File: config.mk
export PLATFORM = sky130hd
export DESIGN_NAME = pipelined_array_divider
export DESIGN_NICKNAME = d
export VERILOG_FILES = /design/src/rtl/pipelined_array_divider_stage.sv /design/src/rtl/pipelined_array_divider.sv
export SDC_FILE = /design/constraint.sdc
export NUM_CORES = 1
export LEC_CHECK = 0
export ABC_AREA = 1
export CAP_MARGIN = 5
export CORE_MARGIN = 3
export CORE_UTILIZATION = 45
export DETAILED_ROUTE_END_ITERATION = 7
export PLACE_DENSITY = 0.6
export SKIP_LAST_GASP = 1
export SLEW_MARGIN = 20
export SYNTH_ARGS = -nofsm -noshare
export SYNTH_HDL_FRONTEND = slang
export SYNTH_SLANG_ARGS = --single-unit
File: constraint.sdc
create_clock -name clk_i -period 14.2 [get_ports clk_i]
set_input_delay 2.13 -clock clk_i [delete_from_list [all_inputs] [get_ports clk_i]]
set_output_delay 2.13 -clock clk_i [all_outputs]
set_load 0.02 [all_outputs]
File: src/rtl/pipelined_array_divider_stage.sv
// -----------------------------------------------------------------------------
// pipelined_array_divider_stage
//
// Purely combinational slice of the restoring array divider. Resolves
// QUOTIENT_PER_STAGE quotient bits by feeding the next dividend bits, MSB
// first, into the running partial remainder and subtracting the divisor
// whenever it fits.
//
// Ports:
//   rem_i           partial remainder entering this slice
//   dividend_bits_i dividend bits consumed by this slice, MSB first
//   divisor_i       unsigned divisor
//   rem_o           partial remainder leaving this slice
//   quotient_bits_o quotient bits resolved by this slice, MSB first
// -----------------------------------------------------------------------------
module pipelined_array_divider_stage #(
    parameter int DATA_WIDTH         = 16,
    parameter int QUOTIENT_PER_STAGE = 4
) (
    input  logic [DATA_WIDTH-1:0]         rem_i,
    input  logic [QUOTIENT_PER_STAGE-1:0] dividend_bits_i,
    input  logic [DATA_WIDTH-1:0]         divisor_i,
    output logic [DATA_WIDTH-1:0]         rem_o,
    output logic [QUOTIENT_PER_STAGE-1:0] quotient_bits_o
);

    logic [DATA_WIDTH:0]   w_trial;
    logic [DATA_WIDTH-1:0] w_rem;

    // One restoring step per quotient bit. The trial value is one bit wider
    // than the remainder so the compare against the divisor never overflows.
    // A zero divisor always "fits", so the quotient saturates to all ones and
    // the remainder simply shifts the dividend through, with no special case.
    always_comb begin
        w_rem           = rem_i;
        w_trial         = '0;
        quotient_bits_o = '0;
        for (int i = QUOTIENT_PER_STAGE - 1; i >= 0; i--) begin
            w_trial = {w_rem, dividend_bits_i[i]};
            if (w_trial >= {1'b0, divisor_i}) begin
                w_trial            = w_trial - {1'b0, divisor_i};
                quotient_bits_o[i] = 1'b1;
            end
            w_rem = w_trial[DATA_WIDTH-1:0];
        end
        rem_o = w_rem;
    end

endmodule

File: src/rtl/pipelined_array_divider.sv
// -----------------------------------------------------------------------------
// pipelined_array_divider
//
// Pipelined unsigned restoring array divider. Splits the DATA_WIDTH quotient
// bits evenly over PIPELINE_DEPTH registered stages; one new operation may be
// accepted on every enabled clock edge. The last stage register drives the
// outputs directly. Data is not gated by valid; consumers qualify with
// data_valid_o.
//
// Ports:
//   clk_i            clock
//   rst_n_i          asynchronous active-low reset, clears every stage
//   clk_en_i         pipeline advance enable; all registers hold when low
//   dividend_i       unsigned dividend
//   divisor_i        unsigned divisor
//   data_valid_i     operands valid this cycle
//   quotient_o       quotient (all ones on divide by zero)
//   remainder_o      remainder (dividend on divide by zero)
//   divide_by_zero_o divisor was zero for this result
//   data_valid_o     outputs valid this cycle
// -----------------------------------------------------------------------------
module pipelined_array_divider #(
    parameter int DATA_WIDTH     = 16,
    parameter int PIPELINE_DEPTH = 4
) (
    input  logic                  clk_i,
    input  logic                  rst_n_i,
    input  logic                  clk_en_i,
    input  logic [DATA_WIDTH-1:0] dividend_i,
    input  logic [DATA_WIDTH-1:0] divisor_i,
    input  logic                  data_valid_i,
    output logic [DATA_WIDTH-1:0] quotient_o,
    output logic [DATA_WIDTH-1:0] remainder_o,
    output logic                  divide_by_zero_o,
    output logic                  data_valid_o
);

    // Guarded so an illegal depth of zero still elaborates far enough to
    // reach the legality check below instead of dividing by zero here.
    localparam int SAFE_DEPTH         = (PIPELINE_DEPTH >= 1) ? PIPELINE_DEPTH : 1;
    localparam int QUOTIENT_PER_STAGE = DATA_WIDTH / SAFE_DEPTH;

    // Reject widths and depths that cannot split the quotient evenly.
    if (DATA_WIDTH < 2) begin : g_badWidth
        $error("pipelined_array_divider: DATA_WIDTH must be at least 2");
    end
    if (PIPELINE_DEPTH < 1 || PIPELINE_DEPTH > DATA_WIDTH ||
        (DATA_WIDTH % SAFE_DEPTH) != 0) begin : g_badDepth
        $error("pipelined_array_divider: PIPELINE_DEPTH must be in 1..DATA_WIDTH and divide it");
    end

    // Stage registers.
    logic [DATA_WIDTH-1:0] r_divisor  [PIPELINE_DEPTH];
    logic [DATA_WIDTH-1:0] r_dividend [PIPELINE_DEPTH];
    logic [DATA_WIDTH-1:0] r_rem      [PIPELINE_DEPTH];
    logic [DATA_WIDTH-1:0] r_quot     [PIPELINE_DEPTH];
    logic                  r_dbz      [PIPELINE_DEPTH];
    logic                  r_valid    [PIPELINE_DEPTH];

    // Per-stage combinational inputs and results.
    logic [DATA_WIDTH-1:0]         w_divisorIn    [PIPELINE_DEPTH];
    logic [DATA_WIDTH-1:0]         w_dividendIn   [PIPELINE_DEPTH];
    logic [DATA_WIDTH-1:0]         w_remIn        [PIPELINE_DEPTH];
    logic [DATA_WIDTH-1:0]         w_quotIn       [PIPELINE_DEPTH];
    logic                          w_dbzIn        [PIPELINE_DEPTH];
    logic                          w_validIn      [PIPELINE_DEPTH];
    logic [DATA_WIDTH-1:0]         w_remNext      [PIPELINE_DEPTH];
    logic [DATA_WIDTH-1:0]         w_quotNext     [PIPELINE_DEPTH];
    logic [DATA_WIDTH-1:0]         w_dividendNext [PIPELINE_DEPTH];
    logic [QUOTIENT_PER_STAGE-1:0] w_qBits        [PIPELINE_DEPTH];

    for (genvar k = 0; k < PIPELINE_DEPTH; k++) begin : g_stage
        // Stage 0 starts from the ports with a zero remainder and empty
        // quotient; later stages pick up where the previous register left off.
        // The divide-by-zero flag is decided once here and only carried after.
        if (k == 0) begin : g_first
            assign w_divisorIn[k]  = divisor_i;
            assign w_dividendIn[k] = dividend_i;
            assign w_remIn[k]      = '0;
            assign w_quotIn[k]     = '0;
            assign w_dbzIn[k]      = (divisor_i == '0);
            assign w_validIn[k]    = data_valid_i;
        end else begin : g_rest
            assign w_divisorIn[k]  = r_divisor[k-1];
            assign w_dividendIn[k] = r_dividend[k-1];
            assign w_remIn[k]      = r_rem[k-1];
            assign w_quotIn[k]     = r_quot[k-1];
            assign w_dbzIn[k]      = r_dbz[k-1];
            assign w_validIn[k]    = r_valid[k-1];
        end

        // The unconsumed dividend bits are kept MSB-aligned, so every stage
        // reads its slice from the top and shifts the rest up for the next.
        pipelined_array_divider_stage #(
            .DATA_WIDTH         (DATA_WIDTH),
            .QUOTIENT_PER_STAGE (QUOTIENT_PER_STAGE)
        ) u_stage (
            .rem_i           (w_remIn[k]),
            .dividend_bits_i (w_dividendIn[k][DATA_WIDTH-1 -: QUOTIENT_PER_STAGE]),
            .divisor_i       (w_divisorIn[k]),
            .rem_o           (w_remNext[k]),
            .quotient_bits_o (w_qBits[k])
        );

        // New quotient bits enter at the LSB end; earlier bits move up.
        assign w_dividendNext[k] = w_dividendIn[k] << QUOTIENT_PER_STAGE;
        assign w_quotNext[k]     = (w_quotIn[k] << QUOTIENT_PER_STAGE) |
                                   DATA_WIDTH'(w_qBits[k]);
    end

    // All pipeline state advances together on an enabled edge and holds
    // otherwise; reset discards every in-flight operation, valid bits included.
    always_ff @(posedge clk_i or negedge rst_n_i) begin
        if (!rst_n_i) begin
            for (int k = 0; k < PIPELINE_DEPTH; k++) begin
                r_divisor[k]  <= '0;
                r_dividend[k] <= '0;
                r_rem[k]      <= '0;
                r_quot[k]     <= '0;
                r_dbz[k]      <= 1'b0;
                r_valid[k]    <= 1'b0;
            end
        end else if (clk_en_i) begin
            for (int k = 0; k < PIPELINE_DEPTH; k++) begin
                r_divisor[k]  <= w_divisorIn[k];
                r_dividend[k] <= w_dividendNext[k];
                r_rem[k]      <= w_remNext[k];
                r_quot[k]     <= w_quotNext[k];
                r_dbz[k]      <= w_dbzIn[k];
                r_valid[k]    <= w_validIn[k];
            end
        end
    end

    assign quotient_o       = r_quot[PIPELINE_DEPTH-1];
    assign remainder_o      = r_rem[PIPELINE_DEPTH-1];
    assign divide_by_zero_o = r_dbz[PIPELINE_DEPTH-1];
    assign data_valid_o     = r_valid[PIPELINE_DEPTH-1];

endmodule

==> out/qor.yml <==
detailed_routing:
  routed_wl_um: 70660
  wl_met1_um: 32830
  drt_iter0_drc: 1717
  first_pass_iters: 5
  ant_nets: 0
  vias_per_cell: 5.391
  top_layer: "met4"
  drc: 0
  wl_met2_um: 32060
  drt-wirelength-per-cell_um: 17.75
  wl_met3_um: 3264
  num_vias: 21460
layout:
  fillers: 5008
  drive_gt1_share_pct: 4.219
  antenna-diode-count: 0
  final_common_cell: "nand2_1"
  area_growth_pct: 7.325
  layout_common_cells: "1116 x nand2_1, 411 x inv_1, 299 x nand3_1"
  final_util_pct: 48.93
  fin_cells: 3981
  fin_nets: 3646
die:
  start_util_pct: 45.59
  rows: 80
  coreArea_sq_um: 47850
  ios: 70
  die_h_um: 226.2
  die_x_um: 226.2
  die_area_sq_um: 51160
global_route:
  antenna_found_initial: 0
  grt_pass1_vias: 20570
  grt_max_degree: 108
  gr-usage-all-layers_pct: 27.68
  overflow: 0
  grt_pass1_wl_um: 110300
cts:
  cts_buffer_depth: 2
  cts_made_buffers: 17
  h-tree-depth: 4
  path_clk_slew_ns: 0.09
  clk-insertion-delay-late_ns: 0.49
  postCtsSetupBuffers: 0
  hold_buffers: 0
  post_cts_resized: 0
  clkSinkCount: 184
  cts_tree: "yes"
  root_buffer: "clkbuf_16"
synthesis:
  synthArstFlopShare_pct: 100.0
  synth_cell_type_count: 58
  synthFlopType: "dfrtp_1"
  syn_avg_cell_area_sq_um: 6.496
  synth_edf_count: 0
  synth-seq-area-share_pct: 21.11
  synth_warnings: 0
  netlist_area_sq_um: 21810
  ys_ff_latch: 184
  postSynthCellCount: 3358
  syn_nets: 3651
setup_path:
  path_class: "reg2reg"
  crit_family: "simple AND/OR/NAND/NOR gates"
  worst_setup_path_start_kind: "register"
  worstPathRequired_ns: 14.57
  slowest_delay_ns: 0.66
  critPathBufInv: 5
  crit_fanout: 31
  setup.worst_path.end_class: "register"
  path_common_cell: "nand2_1"
  arrival_ns: 10.37
  slowest_stage: "o21ai_0"
placement:
  port_buffers: 69
  place_congestion: 0.9544
  dp_cells: 3949
  hpwl_um: 55080
sta:
  rsz0062_at_grt: "false"
  fmax_mhz: 100.0
  maxSlewViolCount: 0
  worst_pin_slew_ns: 1.007
  timing.hold.ws_ns: 0.4684
  finalCritPeriodShare_pct: 70.39
  clock_skew_ns: 0.01563
  relSlewSlack_pct: 32.90
  period_minus_slack_ns: 9.996
  hold_violations: 0
  setup_viol: 0
  tns_ns: 0
outcome:
  status: "finished clean"
flow_run:
  cap_violations: 0
min_path:
  hold_class: "reg2reg"
## flip-flops by register name (all words and copies together), names as in the netlist
name	cells
r_rem	48
r_dividend	24
divide_by_zero_o	1
data_valid_o	1
r_divisor	48
quotient_o	16
remainder_o	16
r_valid	3
r_dbz	3
r_quot	24
## per-layer routing
metal / track usage, % / vias up
li1: - / 10910
met1: 37.18 / 9899
met2: 45.25 / 522
met3: 3.900 / 133
met4: 10.39 / 0
met5: 0 / -
## worst min-delay path: cells and delay by family (launching register included)
kind               cells  cell delay [ns]
DFF                    1             0.34
and+or+nand+nor        1             0.05
AOI/OAI and AO/OA      1             0.06
## Yosys cell counts (3+ instances only)
cell       count  area [sq um]
nand3_2       13         130.1
xor2_1        76         665.6
a21oi_1      199         996.0
clkbuf_1      38         142.6
a21o_1         8         60.06
o21a_1        11         82.58
o21ai_1       19         95.09
xnor2_1      111         972.2
nor3_2         5         50.05
nand3_4        7         122.6
a21boi_0      10         75.07
o211ai_1       4         30.03
or2_2         10         62.56
ha_1         242          3028
nor2_4         6         67.56
nand4_1       35         219.0
nand2_1     1116          4189
nand2_4        4         45.04
nand2_2       17         106.4
nand3_1      299          1496
nor2_2        13         81.33
o21bai_1       3         22.52
o2111ai_1      4         35.03
buf_2         30         150.1
buf_1          3         11.26
a31oi_1       20         125.1
nor2_1       132         495.5
fa_1          15         300.3
nor3_1        18         90.09
nor4_1         7         43.79
o21ai_0      204          1021
dfrtp_1      184          4604
buf_6          4         45.04
nand3b_1      10         75.07
inv_1        412          1546
a21oi_2        3         26.28
inv_2         15         56.30
buf_4         22         165.2
## area by class of cell
cell class	count	area [sq um]	share of cell area (%)
Clock buffer	17	425.4	1.817
Clock inverter	15	183.9	0.7856
Inverter	427	1605	6.857
Multi-Input combinational cell	2649	15090	64.45
Sequential cell	184	4604	19.67
Tap cell	615	769.5	3.287
Timing Repair Buffer	74	735.7	3.142
## worst paths after layout
path / startpoint / to / slack, ns / depth (start not counted)
worst min register to register: r_dividend[41] / r_dividend[29] / 0.47 / 2
worst max-delay path: r_divisor[44] / r_rem[31] / 4.20 / 51
max in group asynchronous: rst_n_i / quotient_o[10] / 11.29 / 2
worst min-delay path: r_dividend[41] / r_dividend[29] / 0.47 / 2
min in group asynchronous: rst_n_i / r_dividend[63] / 1.59 / 1
worst max register to register: r_divisor[44] / r_rem[31] / 4.20 / 51
## per-stage QoR
stage,cell area (sq um),worst slack [ns]
3_5_place_dp,22800,3.963
6_report,23410,4.204
2_1_floorplan,21810,5.919
3_3_place_gp,22800,4.193
5_1_grt,23410,3.154
4_1_cts,23410,4.262
## logic make-up (layout without fill, tap and decap cells)
| family | after synthesis | after routing | share of synthesized area (%) |
|---|---|---|---|
| AOI/OAI and AO/OA | 501 | 501 | 12.45 |
| DFF | 184 | 184 | 21.11 |
| xor gates and xnor gates | 187 | 187 | 7.508 |
| and+or+nand+nor | 1704 | 1704 | 33.95 |
| adders and majority gates | 257 | 257 | 15.26 |
| buffers and inverters | 525 | 533 | 9.727 |
Power is not shown: default switching activity piles up to over one toggle a cycle in this logic, so the estimate is an artifact.
